## src/rtl/x_stream_gen.sv

```systemverilog
// Serial burst generator: emits `reps` bursts of `len` ones separated by `gap`
// zeros, then pulses done for one cycle. All outputs come straight from flops.
module x_stream_gen (
    input  logic       clk,
    input  logic       reset_n,
    input  logic       start,
    input  logic [3:0] len,
    input  logic [3:0] gap,
    input  logic [3:0] reps,
    output logic       X,
    output logic       busy,
    output logic       done,
    output logic [3:0] burst_cnt
);

    typedef enum logic [1:0] {
        StIdle,
        StBurst,
        StGap,
        StDone
    } state_e;

    state_e     state_q, state_d;
    logic [3:0] len_q, len_d;
    logic [3:0] gap_q, gap_d;
    logic [3:0] reps_q, reps_d;
    logic [3:0] cnt_q, cnt_d;
    logic [3:0] bcnt_q, bcnt_d;
    logic       x_q, busy_q, done_q;

    // Next-state logic; cnt_q counts elapsed cycles within the current BURST or GAP.
    always_comb begin
        state_d = state_q;
        len_d   = len_q;
        gap_d   = gap_q;
        reps_d  = reps_q;
        cnt_d   = cnt_q;
        bcnt_d  = bcnt_q;
        unique case (state_q)
            StIdle: begin
                if (start) begin
                    bcnt_d = 4'd0;
                    cnt_d  = 4'd0;
                    if (len != 4'd0 && reps != 4'd0) begin
                        len_d   = len;
                        gap_d   = gap;
                        reps_d  = reps;
                        state_d = StBurst;
                    end else begin
                        // Degenerate request: finish without producing any ones.
                        state_d = StDone;
                    end
                end
            end
            StBurst: begin
                if (cnt_q == len_q - 4'd1) begin
                    cnt_d  = 4'd0;
                    bcnt_d = bcnt_q + 4'd1;
                    if (bcnt_q == reps_q - 4'd1) begin
                        state_d = StDone;
                    end else if (gap_q != 4'd0) begin
                        state_d = StGap;
                    end else begin
                        // Zero gap: stay in BURST so X remains high without a break.
                        state_d = StBurst;
                    end
                end else begin
                    cnt_d = cnt_q + 4'd1;
                end
            end
            StGap: begin
                if (cnt_q == gap_q - 4'd1) begin
                    cnt_d   = 4'd0;
                    state_d = StBurst;
                end else begin
                    cnt_d = cnt_q + 4'd1;
                end
            end
            StDone: begin
                state_d = StIdle;
            end
            default: begin
                state_d = StIdle;
            end
        endcase
    end

    // State, latched parameters and counters.
    always_ff @(posedge clk or negedge reset_n) begin
        if (!reset_n) begin
            state_q <= StIdle;
            len_q   <= 4'd0;
            gap_q   <= 4'd0;
            reps_q  <= 4'd0;
            cnt_q   <= 4'd0;
            bcnt_q  <= 4'd0;
        end else begin
            state_q <= state_d;
            len_q   <= len_d;
            gap_q   <= gap_d;
            reps_q  <= reps_d;
            cnt_q   <= cnt_d;
            bcnt_q  <= bcnt_d;
        end
    end

    // Output flops decoded from the next state so they line up with state_q.
    always_ff @(posedge clk or negedge reset_n) begin
        if (!reset_n) begin
            x_q    <= 1'b0;
            busy_q <= 1'b0;
            done_q <= 1'b0;
        end else begin
            x_q    <= (state_d == StBurst);
            busy_q <= (state_d == StBurst) || (state_d == StGap);
            done_q <= (state_d == StDone);
        end
    end

    assign X         = x_q;
    assign busy      = busy_q;
    assign done      = done_q;
    assign burst_cnt = bcnt_q;

endmodule
```

## config.mk

```make
export PLATFORM = sky130hd
export DESIGN_NAME = x_stream_gen
export DESIGN_NICKNAME = d
export VERILOG_FILES = /design/src/rtl/x_stream_gen.sv
export SDC_FILE = /design/constraint.sdc
export NUM_CORES = 1
export LEC_CHECK = 0
export CORE_ASPECT_RATIO = 0.75
export CORE_MARGIN = 8
export CORE_UTILIZATION = 45
export CTS_BUF_LIST = sky130_fd_sc_hd__clkbuf_16
export CTS_CLUSTER_DIAMETER = 50
export DETAILED_ROUTE_END_ITERATION = 6
export GPL_TIMING_DRIVEN = 0
export PLACE_DENSITY_LB_ADDON = 0.05
export SLEW_MARGIN = 20
export SYNTH_ARGS = -nofsm -noshare
export SYNTH_HDL_FRONTEND = slang
export SYNTH_SLANG_ARGS = --single-unit
```

## constraint.sdc

```tcl
create_clock -name clk -period 2.25 [get_ports clk]
set_input_delay 0.45 -clock clk [delete_from_list [all_inputs] [get_ports clk]]
set_output_delay 0.45 -clock clk [all_outputs]
set_load 0.005 [all_outputs]
```

==> results.sh, run 1 <==
export IMPL_status="complete, no violations"
export IMPL_synth_top_cell_by_area="dfrtp_1"
export IMPL_via_per_inst=5.38
export IMPL_cts_buffer_depth=2
export IMPL_detail_route_iter0_violations=38
export IMPL_grt_usage=0.129
export IMPL_initial_core_util=0.462
export IMPL_die_w_um=82.4
export IMPL_syn_cell_area_um2=1490
export IMPL_utilization=0.587
export IMPL_worstPathBufferInverterCount=3
export IMPL_path_cells="inv_2 > ha_4 > xor2_1 > nand3_1 > or2_1 > buf_6 > buf_4 > or4_1 > nand2_1 > a22o_1"
export IMPL_postSynthAreaPerCell_um2=10.3
export IMPL_drt_wl_total_um=3180
export IMPL_vdd_drop_max_mv=0.695
export IMPL_finalCriticalPeriod_ns=2.21
export IMPL_cts_hold_buffers=0
export IMPL_internal_power_mw=1.57
export IMPL_max_freq_mhz=452
export IMPL_num_nets_final=199
export IMPL_crit_required_ns=2.44
export IMPL_ctsHtreeMaxLevel=1
export IMPL_max_stage_delay_ns=0.51
export IMPL_yosysUniqueCellTypes=34
export IMPL_syn_instance_count=144
export IMPL_dp_hpwl_um=2390
export IMPL_combPwrFrac=0.539
export IMPL_netSwitchingPower_uw=976
export IMPL_syn2layout_area_growth_pct=27.0
export IMPL_clock_sinks=25
export IMPL_clk_latency_ns=0.26
export IMPL_finalCritPeriodShare=0.983
export IMPL_antenna_found_initial=0
export IMPL_drt_wirelength_per_cell_um=15.0
export IMPL_rsz0062_at_grt="yes"
export IMPL_criticalPathCategory="reg2reg"
export IMPL_gp_congestion=0.840
export IMPL_ant_nets=0
export IMPL_setup_tns_ns=0
export IMPL_fin_skew_ns=0.00214
export IMPL_synth_top_area_frac=0.420
export IMPL_cts_clk_slew_worst_paths_ns=0.06
export IMPL_preCtsSetupSlack_ns=-0.368
export IMPL_grt_ovfl_total=0
export IMPL_seq_power_share=0.307
export IMPL_power_density_nw_per_um2=1350
export IMPL_fin_ws_ns=0.0375
export IMPL_num_rows=18
export IMPL_p_leak_nw=0.843
export IMPL_slew_viol_final=0
export IMPL_cts_buffers=3
export IMPL_grt_pass1_wl_um=5500
export IMPL_ys_top_cells_by_area="dfrtp_1, ha_1, xnor2_1"
export IMPL_arrival_ns=2.41
export IMPL_crit_family="simple AND/OR/NAND/NOR gates"
export IMPL_min_path_type="in2async"
export IMPL_grt_max_degree=26
export IMPL_p_sw_frac=0.383
export IMPL_end_kind="register"
export IMPL_antenna_cells=0
export IMPL_cp_max_fo=5
export IMPL_tightest_slew_ns=0.576
export IMPL_clockPowerShare=0.154
export IMPL_maxCapViolCount=0
export IMPL_ys_warn_count=0
export IMPL_worst_setup_path_start_kind="register"
export IMPL_grt_pass1_vias=1189
export IMPL_cts_root_buf="clkbuf_16"
export IMPL_ys_seq_elements=25
export IMPL_setup_viol=0
export IMPL_cp_slowest_cell="or4_1"
export IMPL_layout_drive_gt1_share=0.157
export IMPL_max_slew_margin=0.616
export IMPL_cts_tree="done"
export IMPL_die_height_um=65.8
export IMPL_dieArea_um2=5420
export IMPL_syn_nets=170
export IMPL_hold_viol_final=0
export IMPL_ios=22
export IMPL_drc=0
export IMPL_vias=1140
export IMPL_port_buffers=21
export IMPL_synth_seq_area_share=0.420
export IMPL_drtPass1Iterations=4
export IMPL_core_region_area_um2=3220
-- cells by family after synthesis --
family                   Yosys count  share of synthesized area
AND/OR/NAND/NOR                   42                      0.144
multiplexers                       8                     0.0597
AO/OA/AOI/OAI                     27                      0.131
XOR/XNOR                          18                      0.115
buffers and inverters             13                     0.0378
adder cells (fa/ha/maj)           11                     0.0924
flip-flops                        25                      0.420
-- final timing paths --
kind | start | endpoint | slack, ns | cells after the start
max in group asynchronous | reset_n | busy | 1.68 | 1
worst max register to register | len_q[0] | burst_cnt[3] | 0.04 | 10
min in group clk | reps_q[3] | reps_q[3] | 0.53 | 1
worst min register to register | reps_q[3] | reps_q[3] | 0.53 | 1
worst min-delay path | reset_n | gap_q[1] | 0.18 | 1
worst max-delay path | len_q[0] | burst_cnt[3] | 0.04 | 10
-- through the flow --
stage | area [um2] | hold slack, ns | power, mW | cells
floorplan | 1490 | 0.154 | 1.71 | 144
detailed placement | 1740 | 0.481 | 2.02 | 205
global route | 1890 | 0.232 | 2.79 | 212
finish | 1890 | 0.185 | 2.55 | 212
global placement | 1750 | 0.521 | 1.98 | 205
CTS | 1850 | 0.205 | 2.49 | 210
-- Yosys cell counts --
cell type / instances
dfrtp_1: 25
nand2_1: 14
ha_1: 11
xnor2_1: 11
o21ai_0: 10
inv_1: 9
mux2_2: 7
a22o_1: 6
nor2_1: 6
xor2_1: 6
nor3_1: 5
clkbuf_1: 3
nand2b_1: 3
nand3_1: 3
nor4_1: 3
a21boi_0: 2
a21o_1: 2
nor3b_1: 2
a211oi_1: 1
a22oi_2: 1
buf_6: 1
mux2i_1: 1
nand4_1: 1
nor2b_1: 1
nor3b_2: 1
o211a_1: 1
o22ai_1: 1
o31ai_1: 1
o32a_1: 1
o32ai_1: 1
or2_1: 1
or2b_1: 1
or4_1: 1
xnor3_1: 1
-- repair_timing --
item	in CTS	in global routing
gates cloned	0	0
pin swaps	1	8
buffers inserted	2	2
setup endpoints to repair	9	7
resized for setup	5	5
-- cell type report --
cell class	count	area (um2)
Inverter	9	33.8
Fill cell	293	1330
Timing Repair Buffer	25	235
Sequential cell	25	626
Clock inverter	1	5.00
Clock buffer	3	75.1
Multi-Input combinational cell	106	846
Tap cell	40	50.0
Buffer	3	20.0
-- sequential cells by signal, summed over array words and instances (netlist names) --
register   cells
done           1
state_q        2
X              1
reps_q         4
busy           1
cnt_q          4
len_q          4
burst_cnt      4
gap_q          4
-- layer usage --
layer / up-vias / global-route usage / routed length [um] / share of wire
met5: - / 0 / 0 / 0
met4: 0 / 0.0218 / 42 / 0.013
met3: 5 / 0.0476 / 202 / 0.064
met2: 28 / 0.208 / 1380 / 0.43
met1: 547 / 0.162 / 1550 / 0.49
li1: 560 / - / - / -
-- placed cells by master (no fill, tap or decap), types with 2 or more instances in the layout --
cell,Yosys,final
nand3_1,3,3
nor2_1,6,6
inv_2,0,2
clkdlybuf4s50_1,0,20
inv_1,9,7
dfrtp_1,25,25
clkbuf_16,0,3
nand2b_1,3,3
xor2_1,6,6
nand2_1,14,14
a21o_1,2,2
nor3_1,5,5
ha_1,11,9
buf_4,0,4
xnor2_1,11,11
o21ai_0,10,10
nor4_2,0,2
a22o_1,6,6
mux2_2,7,7
-- power by group through the flow --
stage | registers (mW) | clock network, mW | logic (mW)
2_1_floorplan | 0.755 | 0 | 0.951
3_3_place_gp | 0.786 | 0 | 1.20
3_5_place_dp | 0.791 | 0 | 1.23
4_1_cts | 0.780 | 0.404 | 1.30
5_1_grt | 0.811 | 0.424 | 1.56
6_report | 0.782 | 0.394 | 1.37
(Power assumes the default switching activity.)
==> inputs of run 2 (changes only) <==
--- a/config.mk
+++ b/config.mk
@@ -13,7 +13,7 @@
 export DETAILED_ROUTE_END_ITERATION = 6
 export GPL_TIMING_DRIVEN = 0
 export PLACE_DENSITY_LB_ADDON = 0.05
-export SLEW_MARGIN = 20
+export SLEW_MARGIN = 25
 export SYNTH_ARGS = -nofsm -noshare
 export SYNTH_HDL_FRONTEND = slang
 export SYNTH_SLANG_ARGS = --single-unit
==> results of run 2 <==
Same layout as run 1: the final DEF is identical, and so are final timing and power.
==> inputs of run 3 (changes only) <==
--- a/config.mk
+++ b/config.mk
@@ -7,7 +7,7 @@
 export LEC_CHECK = 0
 export CORE_ASPECT_RATIO = 0.75
 export CORE_MARGIN = 8
-export CORE_UTILIZATION = 45
+export CORE_UTILIZATION = 42
 export CTS_BUF_LIST = sky130_fd_sc_hd__clkbuf_16
 export CTS_CLUSTER_DIAMETER = 50
 export DETAILED_ROUTE_END_ITERATION = 6
==> results.sh, run 3 (synthesis results as in run 1) <==
export IMPL_status="complete, no violations"
export IMPL_ant_nets=0
export IMPL_core_region_area_um2=3330
export IMPL_clk_latency_ns=0.26
export IMPL_final_common_cell="dfrtp_1"
export IMPL_num_nets_final=204
export IMPL_final_cell_mix="dfrtp_1, clkdlybuf4s50_1, nand2_1, xnor2_1, o21ai_0"
export IMPL_cts_hold_buffers=0
export IMPL_max_stage_delay_ns=0.36
export IMPL_grt_ovfl_total=0
export IMPL_rsz0062_at_grt="yes"
export IMPL_netSwitchingPower_mw=1.02
export IMPL_dp_hpwl_um=2360
export IMPL_syn2layout_area_growth_pct=31.5
export IMPL_tightest_slew_ns=0.587
export IMPL_clock_sinks=25
export IMPL_p_sw_frac=0.381
export IMPL_cp_slowest_cell="dfrtp_1"
export IMPL_reg2reg_from="len_q[0]"
export IMPL_critPathLaunch="len_q[0]"
export IMPL_cp_max_fo=3
export IMPL_ios=22
export IMPL_drt_wl_total_um=3230
export IMPL_ctsHtreeMaxLevel=1
export IMPL_drc=0
export IMPL_hold_viol_final=0
export IMPL_cts_tree="done"
export IMPL_maxCapViolCount=0
export IMPL_antenna_cells=0
export IMPL_cts_buffer_depth=2
export IMPL_layout_drive_gt1_share=0.209
export IMPL_power_density_nw_per_um2=1360
export IMPL_vias=1172
export IMPL_instances_no_fill=217
export IMPL_antenna_found_initial=0
export IMPL_vdd_drop_max_mv=0.640
export IMPL_place_area_um2=1740
export IMPL_die_w_um=84.8
export IMPL_min_path_type="in2async"
export IMPL_clockPowerShare=0.145
export IMPL_cts_buffers=3
export IMPL_dp_cells=205
export IMPL_grt_max_degree=26
export IMPL_grt_usage=0.122
export IMPL_grt_pass1_vias=1200
export IMPL_finalCriticalPeriod_ns=2.24
export IMPL_die_height_um=67.6
export IMPL_drt_wirelength_per_cell_um=14.9
export IMPL_max_slew_margin=0.608
export IMPL_via_per_inst=5.40
export IMPL_detail_route_iter0_violations=38
export IMPL_max_freq_mhz=446
export IMPL_port_buffers=21
export IMPL_fin_skew_ns=0.00374
export IMPL_num_rows=18
export IMPL_setup_viol=0
export IMPL_stdcell_area_um2=1960
export IMPL_total_power_mw=2.67
export IMPL_seq_power_share=0.295
export IMPL_slew_viol_final=0
export IMPL_end_kind="register"
export IMPL_dieArea_um2=5730
export IMPL_p_leak_nw=0.873
export IMPL_arrival_ns=2.44
export IMPL_drtPass1Iterations=4
export IMPL_cts_root_buf="clkbuf_16"
export IMPL_criticalPathCategory="reg2reg"
export IMPL_gp_congestion=0.813
export IMPL_grt_pass1_wl_um=5630
export IMPL_cts_clk_slew_worst_paths_ns=0.06
export IMPL_internal_power_mw=1.66
export IMPL_path_cells="inv_2 > ha_4 > xor2_1 > nand3_1 > or2_1 > buf_6 > a22oi_2 > nor3b_4 > o32a_1 > ha_1 > inv_1"
export IMPL_initial_core_util=0.447
export IMPL_combPwrFrac=0.560
export IMPL_finalCritPeriodShare=0.996
export IMPL_worst_setup_path_start_kind="register"
export IMPL_crit_required_ns=2.45
export IMPL_r2r_slack_ns=0.009
export IMPL_setup_tns_ns=0
-- run 3: cell count changes in the layout (fill, tap and decap cells not counted), sizes merged --
cell  before  now
buf        6   11
-- run 3: routing by layer --
layer / global-route usage / vias up / routed length (um)
li1: - / 571 / -
met1: 0.148 / 574 / 1570
met2: 0.203 / 21 / 1470
met3: 0.0424 / 6 / 159
met4: 0.0375 / 0 / 35
met5: 0 / - / 0
-- run 3: path summary, 6_finish.rpt --
check / end / depth (start not counted)
setup / recovery: busy / 11
hold / removal: len_q[1] / 1
setup reg to reg: busy / 11
hold reg to reg: len_q[3] / 1
max in group asynchronous: cnt_q[2] / 1
min in group clk: len_q[3] / 1
-- run 3: repair_timing --
item,4_1_cts,5_1_grt
resized for setup,6,9
endpoints found under the setup margin,10,5
setup buffers,2,7
pin swaps,2,8
-- run 3: layout make-up --
| cell class | instances | area (um2) |
|---|---|---|
| buffer | 3 | 20.0 |
| clock buffer | 3 | 75.1 |
| clock inverter | 1 | 5.00 |
| fill | 295 | 1380 |
| inverter | 9 | 33.8 |
| multi-input combinational | 106 | 875 |
| sequential | 25 | 627 |
| tap | 40 | 50.0 |
| timing repair buffer | 30 | 273 |
-- run 3: critical path: cells and delay by family, from the launching register on --
kind / cells / cell delay (ns)
AND/OR/NAND/NOR: 3 / 0.58
adder cells (fa/ha/maj): 2 / 0.48
AO/OA/AOI/OAI: 2 / 0.37
buffers and inverters: 3 / 0.24
flip-flops: 1 / 0.36
XOR/XNOR: 1 / 0.15
-- run 3: power groups by stage --
stage          combinational [mW]  sequential [mW]  clock, mW
2_1_floorplan               0.951            0.755          0
5_1_grt                      1.68            0.813      0.432
3_5_place_dp                 1.23            0.798          0
4_1_cts                      1.30            0.786      0.403
6_report                     1.50            0.787      0.389
3_3_place_gp                 1.20            0.787          0
-- run 3: per-stage QoR --
step                      setup WS, ns  hold WS (ns)   util
after floorplan                 0.0688         0.154      -
after global placement          -0.392         0.521  0.525
after detailed placement        -0.427         0.482  0.523
after CTS                       0.0139         0.204  0.557
after global routing            -0.114         0.216  0.587
final                          0.00912         0.184  0.587
